## src/rtl/vga_timing_gen.sv

```systemverilog
// VGA raster timing generator with a two-stage pixel pipeline and built-in test patterns.
// Counters start each line/frame in the front porch; the active region sits at the end.
module vga_timing_gen #(
    parameter int          HDISP     = 800,
    parameter int          VDISP     = 480,
    parameter int          HFP       = 40,
    parameter int          HPULSE    = 48,
    parameter int          HBP       = 40,
    parameter int          VFP       = 12,
    parameter int          VPULSE    = 3,
    parameter int          VBP       = 40,
    parameter logic        HS_POL    = 1'b0,
    parameter logic        VS_POL    = 1'b0,
    parameter logic [23:0] SOLID_RGB = 24'hFF0000
) (
    input  logic                       pixel_clk,
    input  logic                       pixel_rst,
    input  logic [1:0]                 pattern_sel,
    output logic                       pix_req,
    output logic [$clog2(HDISP)-1:0]   pix_x,
    output logic [$clog2(VDISP)-1:0]   pix_y,
    input  logic [23:0]                pix_in,
    output logic                       video_hs,
    output logic                       video_vs,
    output logic                       video_de,
    output logic [23:0]                video_rgb,
    output logic                       frame_start
);

    localparam int HTOTAL = HFP + HPULSE + HBP + HDISP;
    localparam int VTOTAL = VFP + VPULSE + VBP + VDISP;
    localparam int HW     = $clog2(HTOTAL);
    localparam int VW     = $clog2(VTOTAL);
    localparam int XW     = $clog2(HDISP);
    localparam int YW     = $clog2(VDISP);
    localparam int BARW   = HDISP / 8;
    localparam int BW     = $clog2(BARW);

    localparam logic [HW-1:0] H_LAST   = HW'(HTOTAL - 1);
    localparam logic [HW-1:0] H_SYNC_B = HW'(HFP);
    localparam logic [HW-1:0] H_SYNC_E = HW'(HFP + HPULSE);
    localparam logic [HW-1:0] H_ACT    = HW'(HTOTAL - HDISP);
    localparam logic [HW-1:0] H_BIT4   = HW'(16);
    localparam logic [VW-1:0] V_LAST   = VW'(VTOTAL - 1);
    localparam logic [VW-1:0] V_SYNC_B = VW'(VFP);
    localparam logic [VW-1:0] V_SYNC_E = VW'(VFP + VPULSE);
    localparam logic [VW-1:0] V_ACT    = VW'(VTOTAL - VDISP);
    localparam logic [VW-1:0] V_BIT4   = VW'(16);
    localparam logic [BW-1:0] BAR_LAST = BW'(BARW - 1);

    logic [HW-1:0] r_hc;
    logic [VW-1:0] r_vc;
    logic [1:0]    r_mode;

    logic          r_pixReq;
    logic [XW-1:0] r_pixX;
    logic [YW-1:0] r_pixY;
    logic          r_checker;
    logic [BW-1:0] r_barCnt;
    logic [2:0]    r_barIdx;
    logic          r_hSync1;
    logic          r_vSync1;
    logic          r_frame1;

    logic          r_hs;
    logic          r_vs;
    logic          r_de;
    logic [23:0]   r_rgb;
    logic          r_frameStart;

    logic          w_hActive;
    logic          w_vActive;
    logic          w_active;
    logic          w_hSync;
    logic          w_vSync;
    logic          w_origin;
    logic          w_checker;
    logic [XW-1:0] w_x;
    logic [YW-1:0] w_y;
    logic [2:0]    w_barColour;
    logic [23:0]   w_pattern;

    assign w_hActive   = (r_hc >= H_ACT);
    assign w_vActive   = (r_vc >= V_ACT);
    assign w_active    = w_hActive && w_vActive;
    assign w_hSync     = (r_hc >= H_SYNC_B) && (r_hc < H_SYNC_E);
    assign w_vSync     = (r_vc >= V_SYNC_B) && (r_vc < V_SYNC_E);
    assign w_origin    = (r_hc == '0) && (r_vc == '0);
    assign w_x         = XW'(r_hc - H_ACT);
    assign w_y         = YW'(r_vc - V_ACT);
    assign w_checker   = ((((r_hc - H_ACT) & H_BIT4) != '0) ^ (((r_vc - V_ACT) & V_BIT4) != '0));
    assign w_barColour = ~r_barIdx;

    // Pattern mode only changes at the frame origin so a frame is never split between two patterns.
    always_ff @(posedge pixel_clk or posedge pixel_rst) begin
        if (pixel_rst) begin
            r_hc   <= '0;
            r_vc   <= '0;
            r_mode <= 2'd0;
        end else begin
            if (w_origin)
                r_mode <= pattern_sel;
            if (r_hc == H_LAST) begin
                r_hc <= '0;
                r_vc <= (r_vc == V_LAST) ? '0 : r_vc + 1'b1;
            end else begin
                r_hc <= r_hc + 1'b1;
            end
        end
    end

    // Bar index restarts on the first active pixel of each line and steps every BARW pixels.
    always_ff @(posedge pixel_clk or posedge pixel_rst) begin
        if (pixel_rst) begin
            r_pixReq  <= 1'b0;
            r_pixX    <= '0;
            r_pixY    <= '0;
            r_checker <= 1'b0;
            r_barCnt  <= '0;
            r_barIdx  <= 3'd0;
            r_hSync1  <= 1'b0;
            r_vSync1  <= 1'b0;
            r_frame1  <= 1'b0;
        end else begin
            r_pixReq  <= w_active;
            r_pixX    <= w_active ? w_x : '0;
            r_pixY    <= w_active ? w_y : '0;
            r_checker <= w_checker;
            r_hSync1  <= w_hSync;
            r_vSync1  <= w_vSync;
            r_frame1  <= w_origin;
            if (r_hc == H_ACT) begin
                r_barCnt <= '0;
                r_barIdx <= 3'd0;
            end else if (w_hActive) begin
                if (r_barCnt == BAR_LAST) begin
                    r_barCnt <= '0;
                    r_barIdx <= r_barIdx + 3'd1;
                end else begin
                    r_barCnt <= r_barCnt + 1'b1;
                end
            end
        end
    end

    always_comb begin
        w_pattern = 24'h000000;
        case (r_mode)
            2'd0:    w_pattern = pix_in;
            2'd1:    w_pattern = r_checker ? 24'h000000 : 24'hFFFFFF;
            2'd2:    w_pattern = {{8{w_barColour[2]}}, {8{w_barColour[1]}}, {8{w_barColour[0]}}};
            default: w_pattern = SOLID_RGB;
        endcase
    end

    always_ff @(posedge pixel_clk or posedge pixel_rst) begin
        if (pixel_rst) begin
            r_hs         <= ~HS_POL;
            r_vs         <= ~VS_POL;
            r_de         <= 1'b0;
            r_rgb        <= 24'h000000;
            r_frameStart <= 1'b0;
        end else begin
            r_hs         <= r_hSync1 ? HS_POL : ~HS_POL;
            r_vs         <= r_vSync1 ? VS_POL : ~VS_POL;
            r_de         <= r_pixReq;
            r_rgb        <= r_pixReq ? w_pattern : 24'h000000;
            r_frameStart <= r_frame1;
        end
    end

    assign pix_req     = r_pixReq;
    assign pix_x       = r_pixX;
    assign pix_y       = r_pixY;
    assign video_hs    = r_hs;
    assign video_vs    = r_vs;
    assign video_de    = r_de;
    assign video_rgb   = r_rgb;
    assign frame_start = r_frameStart;

endmodule

```

## config.mk

```make
export PLATFORM = sky130hd
export DESIGN_NAME = vga_timing_gen
export DESIGN_NICKNAME = d
export VERILOG_FILES = /design/src/rtl/vga_timing_gen.sv
export SDC_FILE = /design/constraint.sdc
export NUM_CORES = 1
export LEC_CHECK = 0
export BUFFER_PORTS_ARGS = -buffer_cell sky130_fd_sc_hd__buf_2
export CAP_MARGIN = 40
export CORE_ASPECT_RATIO = 0.75
export CORE_UTILIZATION = 58
export DETAILED_ROUTE_END_ITERATION = 16
export GPL_TIMING_DRIVEN = 0
export PLACE_DENSITY = 0.91
export SYNTH_ARGS = -nofsm -noshare
export SYNTH_HDL_FRONTEND = slang
export SYNTH_SLANG_ARGS = --single-unit
```

## constraint.sdc

```tcl
create_clock -name pixel_clk -period 5 [get_ports pixel_clk]
set_clock_uncertainty 0.2 [all_clocks]
set_input_delay 0.5 -clock pixel_clk [delete_from_list [all_inputs] [get_ports pixel_clk]]
set_output_delay 0.5 -clock pixel_clk [all_outputs]
set_load 0.02 [all_outputs]
```

Word-level counts from Yosys, hierarchy flattened:

Index checks and enable logic that the tools add are counted.

* flip-flop bits (word level): 84
* latch bits: 0
* RAM bits: 0
* bits in read-only memories: 0
* input bits: 28
* output and inout bits: 48
* word-level logic and storage cells: 62
* memories: 0

* add/subtract/negate cells: 6
* $mul: 0
* div/mod/pow operators: 0
* $lt $le $gt $ge: 6
* eq/ne operators: 6
* shift-type cells: 0
* muxes and demuxes: 15
* bitwise operators: 2
* reductions and logical operators: 10

Operators with widths (count)
* $pmux 24 s3: 1
* $mux 24: 2
* $mux 10: 3
* $mux 7: 3
* $add 10x1->10 const B: 2
* $eq 10x10->1 const B: 2
* $ge 10x6->1 const B: 2
* $logic_not 10->1: 2
* $eq 10x8->1 const B: 1
* $ge 10x4->1 const B: 1
* $ge 10x8->1 const B: 1
* $lt 10x4->1 const B: 1
* $lt 10x7->1 const B: 1
* $sub 10x8->10 const B: 1
* $mux 3: 3
* $mux 9: 1
* $sub 9x6->9 const B: 1
* $add 7x1->7 const B: 1
* $eq 7x7->1 const B: 1
* $logic_and 1x1->1: 4
* $reduce_bool 2->1: 2
* $add 3x1->3 const B: 1
* $not 3->3: 1
* $eq 2x1->1 const B: 1
* 5 further kinds: 6

Longest topological paths before layout:

Gate-level depths: netlist of the first run.

* depth in word-level cells: 4
* mapped depth: 9
* gate-level depth less buffers: 7

Least setup slack after synthesis of the first run:

Ideal clock, no wire load.

* kind: register to register
* from: register r_hc[8]
* to: register r_pixY[4] (netlist: pix_y[4])
* arrival time: 1.914 ns
* setup slack: 2.754 ns
* cell stages (with the launch flop): 10
* path buffers: 3
* cells stage by stage: dfrtp_1 clkbuf_1 inv_1 ha_1 nor4b_1 and3_1 clkbuf_1 o22ai_1 clkbuf_1 nor2_1

* cells in the longest elaborated chain, start to end: 3

Ends and longest elaborated chain
* start: declaration: line 51 `logic [HW-1:0] r_hc;`
* start signal: assignment: line 107 `r_hc <= r_hc + 1'b1;`
* $ge 10x8->1: line 83 `assign w_hActive = (r_hc >= H_ACT);`
* $logic_and 1x1->1: line 85 `assign w_active = w_hActive && w_vActive;`
* $mux 9: line 127 `r_pixY <= w_active ? w_y : '0;`
* end signal: assignment: line 127
* end: declaration: line 57 `logic [YW-1:0] r_pixY;`

Every way passes these cells.
A chain may end at the register's enable or synchronous reset.

Final worst setup path of the first run:

* from: register r_hc[8]
* to: register r_pixY[1] (netlist: pix_y[1])

The elaborated chain is that of the path after synthesis.

==> results of run 1 <==
[power breakdown]
group	switching (mW)	internal [mW]
sequential	0.00139	0.679
clock	0.244	0.213
combinational	0.0243	0.0145
total	0.270	0.907
[worst max-delay path, stage by stage, from the launching register on]
cell and delay [ns]:
dfrtp_1 0.35, clkbuf_1 0.30, inv_1 0.11, ha_1 0.19, nor4b_1 0.15, and3_1 0.20
clkbuf_1 0.16, o22ai_1 0.46, clkbuf_1 0.46, nor2_1 0.10
[registers in the layout, indices dropped and copies added, names as in the netlist, 2 cells and up]
register,cells
video_rgb,24
pix_x,10
r_hc,10
r_vc,10
pix_y,9
r_barCnt,7
r_barIdx,3
r_mode,2
[layout make-up]
type,instances,area share [%]
Tap cell,78,2.255
Inverter,15,1.359
Clock buffer,11,3.498
Clock inverter,5,1.041
Buffer,18,1.792
Multi-Input combinational cell,230,31.89
Timing Repair Buffer,77,9.540
Sequential cell,84,48.63
[cells by family after synthesis]
logic type,count (synthesis),synth area share (%)
AO/OA/AOI/OAI,52,8.403
XOR/XNOR,25,6.051
adder cells (fa/ha/maj),10,3.458
buffers and inverters,33,3.700
flip-flops,84,58.16
multiplexers,2,0.8299
AND/OR/NAND/NOR,141,19.40
[stage by stage]
stage / instances / cell area [µm²] / power, mW
6_report: 518 / 4328 / 1.177
5_1_grt: 518 / 4328 / 1.220
4_1_cts: 518 / 4328 / 1.191
3_5_place_dp: 501 / 4121 / 0.7337
3_3_place_gp: 500 / 4091 / 0.7292
2_1_floorplan: 347 / 3618 / 0.7137
[routing by layer]
metal | vias to the layer above | share of wire (%)
li1 | 1334 | -
met1 | 1321 | 47
met2 | 84 | 47
met3 | 7 | 5.8
met4 | 0 | 0.85
met5 | - | 0
[layout by cell type (no fill, tap or decap), types with 3 or more instances in the layout]
cell type | Yosys | routed
clkbuf_8 | 0 | 11
xnor2_1 | 14 | 14
or3_1 | 4 | 4
nand4_1 | 4 | 4
xor2_1 | 11 | 11
clkinv_4 | 0 | 3
nor3_1 | 12 | 12
a21boi_0 | 8 | 8
nand2_1 | 46 | 46
clkbuf_1 | 15 | 15
and2_1 | 7 | 7
dfrtp_1 | 82 | 82
ha_1 | 10 | 10
o21ai_0 | 7 | 7
inv_1 | 15 | 14
buf_2 | 2 | 77
nand4b_1 | 3 | 3
nor2_1 | 36 | 36
a21oi_1 | 27 | 27
nand2b_1 | 4 | 4
nand3_1 | 8 | 8
[final timing paths]
path / to / slack (ns)
setup reg to reg: pix_y[1] / 2.18
max in group asynchronous: video_hs / 3.52
hold / removal: video_hs / 0.15
hold reg to reg: video_hs / 0.15
min in group asynchronous: video_rgb[8] / 0.45
setup / recovery: pix_y[1] / 2.18
==> metrics.md, run 1 <==
| Metric | Value |
|---|---|
| Status | finished, final reports clean |
| Footprint of the multi-input gates | 0.001380 mm² |
| Tightest Hold Check Type | reg -> reg |
| R2R depth | 9 |
| TritonRoute pass-1 iters | 4 |
| Yosys reg bits | 84 |
| M2 GR Usage | 37.50% |
| Final core utilization | 73.16% |
| H-tree levels | 3 |
| Syn-to-layout area delta | 19.61% |
| CTS buffer count | 9 |
| Worst r2r src | r_hc[8] |
| Initial Utilization | 61.17% |
| Final WL | 6955 µm |
| Crit. End Element | flop |
| Setup bufs post-CTS | 0 |
| Register clock-pin slew on the reported worst setup and hold paths | 0.08 ns |
| Post-synth top area cell | dfrtp_1 |
| Reg area | 0.002105 mm² |
| Drt drc | 0 |
| # setup viols final | 0 |
| Avg Cell Area, Syn | 10.43 µm² |
| Layout cells sized above 1 | 24.09% |
| Crit Path Max Fanout | 10 |
| Total track usage | 23.44% |
| Most used routing layer | met2 |
| Mapped Area | 0.003618 mm² |
| Top-Level Pins | 76 |
| Die Ht | 70.41 µm |
| Maximum capacitance violations | 0 |
| Met3 Usage GRT | 7.734% |
| Worst Path Required | 5.02 ns |
| Initial antenna violation count | 0 |
| Starting DRT DRC Count | 148 |
| ANT cells | 0 |
| Clock tree sinks | 84 |
| CTS tree | yes |
| Tmin final | 2.822 ns |
| Critical Path AT | 2.84 ns |
| Post-synth EDFFs | 0 |
| Crit path kind | reg -> reg |
| Library cells used by synthesis | 43 |
| Tcrit/Tclk final | 56.43% |
| Ys Warns | 0 |
| Hold buffers post-CTS | 1 |
| CTS root buf | clkbuf_8 |
| WHS | 0.1524 ns |
| Post-cts gate resize count | 0 |
| CP Launch Point | r_hc[8] |
| Grt total ovfl | 0 |
| First-pass GRT wire length | 11,780 µm |
| M1 GR Usage | 31.05% |
| Peak VDD IR | 0.0001573 V |
| Die Wd | 93.21 µm |
| Fill count | 409 |
| Clock Latency Late Sink | 0.36 ns |
| GPL Wtd Cong | 0.8838 |
| RSZ-0062 raised after global routing | false |
| FFs w/ async S/R, synth | 100.0% |
| Via/cell ratio | 5.301 |
| Static Leakage | 2.191 nW |
| Hold Crit Start | r_hSync1 |
| Pre-CTS WS | 2.227 ns |
| Detailed placement HPWL | 4969 µm |
| Core Rows | 24 |
| Prevailing post-synth register cell | dfrtp_1 |
| Largest net degree at the start of global routing | 60 |
| Port Buffers | 75 |
| # nets final | 473 |
| Final WS setup | 2.178 ns |
| Startpoint types | flop |
| Hold path depth | 1 |
| Setup TNS | 0 ns |
| Post-DRT Antenna Nets | 0 |
| Vias in the first global route | 2,617 |
| Worst-margin pin slew | 0.7203 ns |
| Fmax | 354.4 MHz |
| Most frequent cells after synthesis | 82 x dfrtp_1, 46 x nand2_1, 36 x nor2_1, 27 x a21oi_1 |
| Area contributors post-synth | dfrtp_1 57%, nand2_1 4.8%, a21oi_1 3.7%, nor2_1 3.7%, ha_1 3.5% |
| Cell Pwr Density | 271.9 mW/mm² |
| Final Hold Viols | 0 |
| Slew Limit Fails | 0 |
| Mapped Cells | 347 |
| Clock tree buffer depth | 2 |
| DR WL/cell | 13.43 µm |
| Syn Nets | 385 |
| Most frequent cell after synthesis | dfrtp_1 |
| Top cell type's share of synthesized area | 56.71% |
| Vias | 2,746 |
| Die Area | 0.006562 mm² |
| Sequential share of the synthesized area | 58.16% |
| Worst slew margin | 51.61% |
| Core area | 0.005916 mm² |
(Power assumes the default switching activity.)
==> run 2, diff against run 1 <==
--- a/config.mk
+++ b/config.mk
@@ -8,10 +8,10 @@
 export BUFFER_PORTS_ARGS = -buffer_cell sky130_fd_sc_hd__buf_2
 export CAP_MARGIN = 40
 export CORE_ASPECT_RATIO = 0.75
-export CORE_UTILIZATION = 58
+export CORE_UTILIZATION = 54
 export DETAILED_ROUTE_END_ITERATION = 16
 export GPL_TIMING_DRIVEN = 0
-export PLACE_DENSITY = 0.91
+export PLACE_DENSITY = 0.86
 export SYNTH_ARGS = -nofsm -noshare
 export SYNTH_HDL_FRONTEND = slang
 export SYNTH_SLANG_ARGS = --single-unit
==> constraint.sdc (replaced) <==
create_clock -name pixel_clk -period 2.8 [get_ports pixel_clk]
set_clock_uncertainty 0.2 [all_clocks]
set_input_delay 0.28 -clock pixel_clk [delete_from_list [all_inputs] [get_ports pixel_clk]]
set_output_delay 0.28 -clock pixel_clk [all_outputs]
set_load 0.02 [all_outputs]
==> metrics.md, run 2 (same netlist as run 1, synthesis figures left out) <==
| Metric | Value |
|---|---|
| Peak VDD IR | 0.0003348 V (+110%) |
| Pint | 1.683 mW (+85%) |
| Die Ht | 72.89 µm (+3.5%) |
| Port Buffers | 75 (unchanged) |
| Max reg flops | 24 (unchanged) |
| Static Leakage | 2.315 nW (+5.6%) |
| Worst Path Required | 2.89 ns (-2.13 ns) |
| Detailed placement HPWL | 5044 µm (+1.5%) |
| RSZ-0062 raised after global routing | false |
| Top-Level Pins | 76 (unchanged) |
| Tcrit/Tclk final | 91.90% (+35 points) |
| First-pass GRT wire length | 12,840 µm (+9.0%) |
| Fill count | 404 (-1.2%) |
| Core Rows | 25 (+4.2%) |
| Syn-to-layout area delta | 27.18% |
| Clock share of power | 39.8% (+0.9 points) |
| Critical Path AT | 2.66 ns (-0.18 ns) |
| Crit Path Max Fanout | 10 (unchanged) |
| Via/cell ratio | 5.342 (+0.77%) |
| Clock tree sinks | 84 (unchanged) |
| Fmax | 388.6 MHz (+9.7%) |
| Post-DRT Antenna Nets | 0 (unchanged) |
| Layout cells sized above 1 | 22.96% (-1.1 points) |
| Setup TNS | 0 ns (unchanged) |
| Die Area | 0.007035 mm² (+7.2%) |
| Clock tree buffer depth | 2 (unchanged) |
| Maximum capacitance violations | 0 (unchanged) |
| H-tree levels | 3 (unchanged) |
| Tightest Hold Check Type | reg -> reg |
| Initial antenna violation count | 0 (unchanged) |
| Core area | 0.006381 mm² (+7.9%) |
| Worst-margin pin slew | 0.8111 ns (+0.09077 ns) |
| Grt total ovfl | 0 (unchanged) |
| CTS root buf | clkbuf_8 |
| Cell Pwr Density | 475.5 mW/mm² (+75%) |
| Die Wd | 96.52 µm (+3.6%) |
| Sw power | 0.5052 mW (+87%) |
| Vias in the first global route | 2,779 (+6.2%) |
| Commonest non-fill, non-tap cells in the layout | 82 x dfrtp_1, 77 x buf_2, 46 x nand2_1 |
| CTS buffer count | 9 (unchanged) |
| # nets final | 499 (+5.5%) |
| Vias | 2,922 (+6.4%) |
| Comb power frac | 4.7% (+1.4 points) |
| Tmin final | 2.573 ns (-0.2484 ns) |
| Crit. End Element | flop |
| Placed cell count | 504 (+0.60%) |
| Worst slew margin | 45.51% (-6.1 points) |
| Final WL | 8165 µm (+17%) |
| Final core utilization | 72.12% (-1.0 points) |
| Largest net degree at the start of global routing | 70 (+17%) |
| DR WL/cell | 14.93 µm (+11%) |
| Clock Latency Late Sink | 0.37 ns (about the same) |
| CTS tree | yes |
| Total track usage | 24.90% (+1.5 points) |
| Final Hold Viols | 0 (unchanged) |
| # setup viols final | 0 (unchanged) |
| Switching Fraction | 23.09% (+0.18 points) |
| Slew Limit Fails | 0 (unchanged) |
| Starting DRT DRC Count | 123 (-17%) |
| TritonRoute pass-1 iters | 4 (unchanged) |
| Drt drc | 0 (unchanged) |
| GPL Wtd Cong | 0.8733 (-1.2%) |
| Register clock-pin slew on the reported worst setup and hold paths | 0.08 ns (about the same) |
| Commonest non-fill, non-tap cell in the layout | dfrtp_1 |
| Startpoint types | flop |
| Status | finished, final reports clean |
| Crit path kind | reg -> reg |
| WHS | 0.1489 ns (-0.003516 ns) |
| Overall Power | 2.188 mW (+86%) |
| Non-Filler Instances | 547 (+5.6%) |
| Part of the power in registers | 55.6% (-2.3 points) |
| Initial Utilization | 56.71% (-4.5 points) |
| ANT cells | 0 (unchanged) |
## run 2: path summary, 6_finish.rpt
| check | cells after the start | from | slack (ns) | to |
|---|---|---|---|---|
| setup / recovery | 9 | r_hc[8] | 0.23 | pix_x[8] |
| hold / removal | 1 | r_hSync1 | 0.15 | video_hs |
| setup reg to reg | 9 | r_hc[8] | 0.23 | pix_x[8] |
| hold reg to reg | 1 | r_hSync1 | 0.15 | video_hs |
| max in group asynchronous | 4 | pixel_rst | 1.57 | video_hs |
| min in group asynchronous | 3 | pixel_rst | 0.19 | video_rgb[12] |
## run 2: critical path, cell delays in order, from the launching register on
cell	delay (ns)
dfrtp_1	0.39
clkbuf_1	0.20
inv_1	0.12
ha_1	0.14
nor4b_1	0.33
and3_1	0.21
clkbuf_1	0.30
o22ai_2	0.21
clkbuf_2	0.26
nor2_1	0.13
## run 2: cell type report
class | count | area [µm²] | share of cell area, %
multi-input combinational | 230 | 1386 | 30.13
inverter | 15 | 58.81 | 1.278
buffer | 18 | 78.83 | 1.713
clock inverter | 6 | 71.32 | 1.550
clock buffer | 10 | 127.6 | 2.773
sequential | 84 | 2105 | 45.73
tap | 81 | 101.3 | 2.202
timing repair buffer | 103 | 673.1 | 14.63
## run 2: per-layer routing
layer,up-vias,routed length (µm),global-route usage (%)
li1,1383,-,-
met1,1402,3587,30.83
met2,116,3827,40.69
met3,21,567,7.396
met4,0,182,10.95
met5,-,0,0
## run 2: metrics by stage
step / instance area, µm² / setup WS (ns)
2_1_floorplan: 3618 / 0.1582
3_3_place_gp: 4095 / -0.6845
3_5_place_dp: 4125 / -0.07215
4_1_cts: 4601 / 0.1091
5_1_grt: 4602 / 0.08506
6_report: 4602 / 0.2269
## run 2: power groups by stage
| stage | combinational (mW) | clock, mW | sequential (mW) |
|---|---|---|---|
| after floorplan | 0.0351 | 0 | 1.24 |
| after global placement | 0.0626 | 0 | 1.24 |
| after detailed placement | 0.0703 | 0 | 1.24 |
| after CTS | 0.0991 | 0.886 | 1.22 |
| after global routing | 0.114 | 0.936 | 1.22 |
| final | 0.102 | 0.870 | 1.22 |
## run 2: repair_timing
| item | in CTS | in global routing |
|---|---|---|
| setup endpoints to repair | 10 | 10 |
| hold buffers | 27 | 0 |
| endpoints found under the hold margin | 108 | 0 |
| setup buffers | 0 | 0 |
| gates resized for setup | 1 | 2 |
